<file path="src/rtl/uart_tx_fifo_if.sv">
`default_nettype none
// +-----------------------------------------------------------------------+
// | uart_tx_fifo_if : valid/ready byte push channel into uart_tx_fifo     |
// | Rev 1.0                                                               |
// +-----------------------------------------------------------------------+
interface uart_tx_fifo_if;
   logic [7:0] din;
   logic       din_valid;
   logic       din_ready;

   modport master (output din, output din_valid, input din_ready);
   modport slave  (input din, input din_valid, output din_ready);
endinterface
`default_nettype wire

</file>
<file path="src/rtl/uart_tx_fifo.sv">
`default_nettype none
// +-----------------------------------------------------------------------+
// | uart_tx_fifo : FIFO-buffered 8N1 UART transmitter, LSB first          |
// | Rev 1.0                                                               |
// +-----------------------------------------------------------------------+
module uart_tx_fifo #(
   parameter int CLK_FREQ = 12000000,
   parameter int BAUD     = 115200,
   parameter int DEPTH    = 16
) (
   input  wire                      clk,
   input  wire                      reset,
   uart_tx_fifo_if.slave            push,
   output logic                     uart_tx,
   output logic                     busy,
   output logic [$clog2(DEPTH):0]   level,
   output logic                     overflow
);
   localparam int DIV = CLK_FREQ / BAUD;
   localparam int PW  = $clog2(DEPTH);
   localparam int LW  = PW + 1;
   localparam int CW  = (DIV > 1) ? $clog2(DIV) : 1;
   localparam logic [LW-1:0] LVL_FULL = LW'(DEPTH);
   localparam logic [CW-1:0] CNT_LAST = CW'(DIV - 1);

   typedef enum logic [1:0] {
      S_IDLE  = 2'd0,
      S_START = 2'd1,
      S_DATA  = 2'd2,
      S_STOP  = 2'd3
   } state_e;

   state_e         state_q;
   logic [7:0]     mem_q [DEPTH];
   logic [PW-1:0]  wr_ptr_q;
   logic [PW-1:0]  rd_ptr_q;
   logic [LW-1:0]  level_q;
   logic [LW-1:0]  level_d;
   logic [CW-1:0]  baud_q;
   logic [2:0]     bit_q;
   logic [7:0]     shift_q;
   logic           tx_q;
   logic           ovf_q;

   logic           fifo_empty;
   logic           fifo_ready;
   logic           baud_wrap;
   logic           do_push;
   logic           do_pop;
   logic [7:0]     head;

   // Ready depends only on the registered level, so a same-cycle pop never frees a slot early.
   assign fifo_empty = (level_q == '0);
   assign fifo_ready = (level_q != LVL_FULL);
   assign baud_wrap  = (baud_q == CNT_LAST);
   assign do_push    = push.din_valid & fifo_ready;
   assign do_pop     = ~fifo_empty &
                       ((state_q == S_IDLE) | ((state_q == S_STOP) & baud_wrap));
   assign head       = mem_q[rd_ptr_q];

   always_comb begin
      level_d = level_q;
      if (do_push & ~do_pop) begin
         level_d = level_q + 1'b1;
      end else if (do_pop & ~do_push) begin
         level_d = level_q - 1'b1;
      end
   end

   always_ff @(posedge clk) begin
      if (do_push) begin
         mem_q[wr_ptr_q] <= push.din;
      end
   end

   always_ff @(posedge clk) begin
      if (reset) begin
         wr_ptr_q <= '0;
         rd_ptr_q <= '0;
         level_q  <= '0;
         ovf_q    <= 1'b0;
      end else begin
         level_q <= level_d;
         if (do_push) begin
            wr_ptr_q <= wr_ptr_q + 1'b1;
         end
         if (do_pop) begin
            rd_ptr_q <= rd_ptr_q + 1'b1;
         end
         if (push.din_valid & ~fifo_ready) begin
            ovf_q <= 1'b1;
         end
      end
   end

   always_ff @(posedge clk) begin
      if (reset) begin
         state_q <= S_IDLE;
         baud_q  <= '0;
         bit_q   <= '0;
         shift_q <= '0;
         tx_q    <= 1'b1;
      end else begin
         baud_q <= ((state_q == S_IDLE) | baud_wrap) ? '0 : baud_q + 1'b1;
         case (state_q)
            S_IDLE: begin
               tx_q <= 1'b1;
               if (!fifo_empty) begin
                  shift_q <= head;
                  tx_q    <= 1'b0;
                  state_q <= S_START;
               end
            end
            S_START: begin
               if (baud_wrap) begin
                  tx_q    <= shift_q[0];
                  bit_q   <= '0;
                  state_q <= S_DATA;
               end
            end
            S_DATA: begin
               if (baud_wrap) begin
                  if (bit_q == 3'd7) begin
                     tx_q    <= 1'b1;
                     state_q <= S_STOP;
                  end else begin
                     shift_q <= shift_q >> 1;
                     tx_q    <= shift_q[1];
                     bit_q   <= bit_q + 1'b1;
                  end
               end
            end
            S_STOP: begin
               // Chain straight into the next start bit when data is waiting.
               if (baud_wrap) begin
                  if (!fifo_empty) begin
                     shift_q <= head;
                     tx_q    <= 1'b0;
                     state_q <= S_START;
                  end else begin
                     tx_q    <= 1'b1;
                     state_q <= S_IDLE;
                  end
               end
            end
            default: begin
               tx_q    <= 1'b1;
               state_q <= S_IDLE;
            end
         endcase
      end
   end

   assign push.din_ready = fifo_ready;
   assign uart_tx        = tx_q;
   assign busy           = (state_q != S_IDLE) | ~fifo_empty;
   assign level          = level_q;
   assign overflow       = ovf_q;

endmodule
`default_nettype wire

</file>
<file path="src/flat_wrapper.sv">
// flat-port wrapper written by rule: the top's interface ports become plain ports
module uart_tx_fifo_flat 
#(
   parameter int CLK_FREQ = 12000000,
   parameter int BAUD     = 115200,
   parameter int DEPTH    = 16
)
  (clk, reset, uart_tx, busy, level, overflow, push_din, push_din_valid, push_din_ready);
  uart_tx_fifo_if push_i ();
  input  wire clk;
  input  wire reset;
  output logic uart_tx;
  output logic busy;
  output logic [$clog2(DEPTH):0] level;
  output logic overflow;
  input wire logic [$bits(push_i.din)-1:0] push_din;
  input wire logic [$bits(push_i.din_valid)-1:0] push_din_valid;
  output wire logic [$bits(push_i.din_ready)-1:0] push_din_ready;
  assign push_i.din = push_din;
  assign push_i.din_valid = push_din_valid;
  assign push_din_ready = push_i.din_ready;
  uart_tx_fifo #(.CLK_FREQ(CLK_FREQ), .BAUD(BAUD), .DEPTH(DEPTH)) u_core (.clk(clk), .reset(reset), .push(push_i), .uart_tx(uart_tx), .busy(busy), .level(level), .overflow(overflow));
endmodule
</file>
<file path="config.mk">
export PLATFORM = sky130hd
export DESIGN_NAME = uart_tx_fifo_flat
export DESIGN_NICKNAME = d
export VERILOG_FILES = /design/src/rtl/uart_tx_fifo_if.sv /design/src/rtl/uart_tx_fifo.sv /design/src/flat_wrapper.sv
export SDC_FILE = /design/constraint.sdc
export NUM_CORES = 1
export LEC_CHECK = 0
export BUFFER_PORTS_ARGS = -buffer_cell sky130_fd_sc_hd__buf_2
export CORE_MARGIN = 4
export CORE_UTILIZATION = 60
export DETAILED_ROUTE_END_ITERATION = 10
export PLACE_DENSITY = 0.84
export SLEW_MARGIN = 15
export SYNTH_ARGS = -nofsm -noshare
export SYNTH_HDL_FRONTEND = slang
export SYNTH_SLANG_ARGS = --single-unit
</file>
<file path="constraint.sdc">
create_clock -name clk -period 6.5 [get_ports clk]
set_input_delay 1.3 -clock clk [delete_from_list [all_inputs] [get_ports clk]]
set_output_delay 1.3 -clock clk [all_outputs]
set_load 0.02 [all_outputs]
</file>
==> run_results.csv <==
group,metric,value,unit
finish,drive_above_1_share,16.6,%
floorplanning,die_x,116,um
clock_network,cts_tree,"yes",
finish,area_delta_synth_final,10.3,%
synth,synth_top_area_share,54.8,%
sta,slew_headroom,35.3,%
synth,synth.largest_area_cell,"edfxtp_1",
placed_design,portBuffers,19,
worst_setup_path,slowest_stage,"mux2_2",
floorplanning,core,0.0114,sq mm
worst_setup_path,path_delay_family,"simple AND/OR/NAND/NOR gates",
pwr,p_leak,2.62,nW
synth,synth_most_common_cell,"edfxtp_1",
detailed_routing,drt_pass1_iterations,6,
worst_setup_path,cp_max_fo,5,
detailed_routing,drt_iter0_drc,321,
clock_network,clkTransAtPathRegs,60,ps
pwr,p_per_area,401,mW/mm^2
clock_network,cts_setup_buffers,0,
sta,slew_viol_final,0,
synth,syn-cell-area,0.00702,sq mm
grt,grt_pass1_wl,21800,um
finish,n_antenna_cell,0,
detailed_routing,route.detailed.drc,0,
synth,ys_top_cells_by_area,"edfxtp_1 (55%), dfxtp_1 (11%), mux4_2 (5.5%), ha_1 (3.2%), nor2_1 (2.6%)",
finish,nNetsFinal,528,
synth,ys_seq_area_share,65.9,%
detailed_routing,vias,4034,
worst_setup_path,cp.required,6820,ps
sta,fin_setup_tns,0,ps
sta,finalCriticalPeriod,3280,ps
worst_setup_path,crit_type,"flip-flop to flip-flop",
floorplanning,dieArea,0.0135,sq mm
synth,yosysWarnings,0,
grt,track_usage,22.2,%
detailed_routing,wirelength,13600,um
clock_network,cts_hold_buf,0,
worst_setup_path,crit_top_cell,"ha_1",
synth,synth.avg_cell_area,14.6,sq um
synth,synth_edf_count,128,
sta,clock.fmax,0.305,GHz
clock_network,clock_path_buffers,2,
sta,setup_viol,0,
clock_network,cts-resized-gates,0,
detailed_routing,wl_per_cell,20.8,um
sta,timing.final.hold_violations,0,
pwr,vdd_drop_max,0.256,mV
sta,rsz0062_at_grt,"no",
pwr,power,0.00310,W
hold_path,holdCritPathClass,"flip-flop to flip-flop",
detailed_routing,drtAntennaViolNets,0,
clock_network,clockRootBuffer,"clkbuf_16",
worst_setup_path,path_buf_inv,2,
synth,ys_types,57,
floorplanning,row_count,39,
synth,ys_seq_elements,167,
flow_run,maxCapViolCount,0,
floorplanning,ios,20,
grt,grt_max_degree,45,
worst_setup_path,end_kind,"flip-flop",
clock_network,clkLatencyLatePin,420,ps
synth,synth_ff_type,"edfxtp_1",
worst_setup_path,path_cells,"ha_1, and4bb_2, a21oi_1, nor2_1, inv_1, ha_1, inv_1, ha_1, nor2b_1, o21a_1, or3_1, a21oi_1, mux2_2",
clock_network,cts_sinks,167,
outcome,outcome,"completed",
worst_setup_path,cp-start-kind,"flip-flop",
finish,fillCellCount,756,
placed_design,globalplace.congestion,0.854,
grt,first_global_vias,4036,
clock_network,h-tree-depth,4,
clock_network,numCtsBuffers,17,
worst_setup_path,slowest_delay,350,ps
synth,synth_common_cells,"edfxtp_1 (128), nor2_1 (48), dfxtp_1 (39)",
synth,postSynth.asyncResetShare,0,%
placed_design,hpwl,8660,um
worst_setup_path,arrival,3590,ps
detailed_routing,via_per_inst,6.17,
grt,overflow,0,
synth,syn_nets,510,
floorplanning,dieHeight,116,um
sta,worstMarginPinSlew,963,ps
grt,antenna_found_initial,0,
sta,skew,5.77,ps
sta,period_share,50.5,%
synth,syn_inst,480,
floorplanning,start_util,61.5,%
==> layout make-up <==
type / count / area [sq um] / area share, %
sequential: 167 / 4630 / 59.8
tap: 143 / 179 / 2.31
clock buffer: 18 / 429 / 5.54
timing repair buffer: 21 / 110 / 1.42
clock inverter: 14 / 121 / 1.57
inverter: 14 / 52.6 / 0.679
multi-input combinational: 277 / 2220 / 28.7
==> path summary, 6_finish.rpt <==
path | start | end | depth (start not counted) | slack (ps)
max | u_core.state_q[1]$_SDFFE_PP0P_ | u_core.level[4]$_SDFFE_PP0P_ | 13 | 3220
min | u_core.baud_q[0]$_SDFF_PP0_ | u_core.baud_q[0]$_SDFF_PP0_ | 1 | 450
max reg2reg | u_core.state_q[1]$_SDFFE_PP0P_ | u_core.level[4]$_SDFFE_PP0P_ | 13 | 3220
min reg2reg | u_core.baud_q[0]$_SDFF_PP0_ | u_core.baud_q[0]$_SDFF_PP0_ | 1 | 450
==> per-stage QoR <==
stage	setup WS [ps]	utilization, %	instance area [sq um]	cells	hold slack [ps]
6_report	3220	67.8	7740	654	445
5_1_grt	3020	67.8	7740	654	476
4_1_cts	3230	67.6	7720	654	450
3_5_place_dp	2830	62.8	7170	622	441
3_3_place_gp	2880	62.8	7170	622	428
2_1_floorplan	3100	-	7020	480	418
==> cell usage in the layout, fill, tap and decap left out, drive strengths merged, types with 5 or more instances in the layout <==
master  instances
mux4           21
nor2b          13
clkinv          8
xnor2           6
o221ai          5
clkbuf         18
o21ai          12
xor2            8
nand3           8
nor2           48
ha             18
a31oi          10
nand2          30
inv            17
mux2i          17
edfxtp        128
or3             5
nor3            8
a21oi          23
buf            21
dfxtp          39
==> metal layers <==
metal	global-route usage, %	up-vias	wire (um)
li1	-	1846	-
met3	6.27	27	779
met2	35.8	129	6930
met1	28.9	2032	5560
met4	8.82	0	323
met5	0	-	0
==> worst register-to-register path: stages (launching register included) <==
cell and delay, ps:
dfxtp_1 340, ha_1 240, and4bb_2 260, a21oi_1 340
nor2_1 140, inv_1 90, ha_1 210, inv_1 110
ha_1 300, nor2b_1 140, o21a_1 170, or3_1 300
a21oi_1 180, mux2_2 350
==> flip-flops by register name (all words and copies together), names as in the netlist, named ones only <==
signal           flops
u_core.mem_q       128
u_core.uart_tx       1
u_core.rd_ptr_q      4
u_core.shift_q       8
u_core.baud_q        7
u_core.level         5
u_core.state_q       2
u_core.overflow      1
u_core.wr_ptr_q      4
u_core.bit_q         3
==> power breakdown <==
part / switching, W / total (W) / internal (W)
registers: 0.0000588 / 0.00129 / 0.00124
clock network: 0.000411 / 0.000939 / 0.000529
logic: 0.000503 / 0.000870 / 0.000367
==> logic make-up (layout without fill, tap and decap cells) <==
logic type                 Yosys count  count (layout)  synth area share (%)
xor gates and xnor gates            14              14                  1.75
DFF                                167             167                  65.9
and+or+nand+nor                    129             129                  8.92
AOI/OAI and AO/OA                   73              73                  7.22
adders and majority gates           19              19                  3.50
muxes                               42              42                  10.0
buffers and inverters               36              67                  2.69
(Power assumes the default switching activity.)
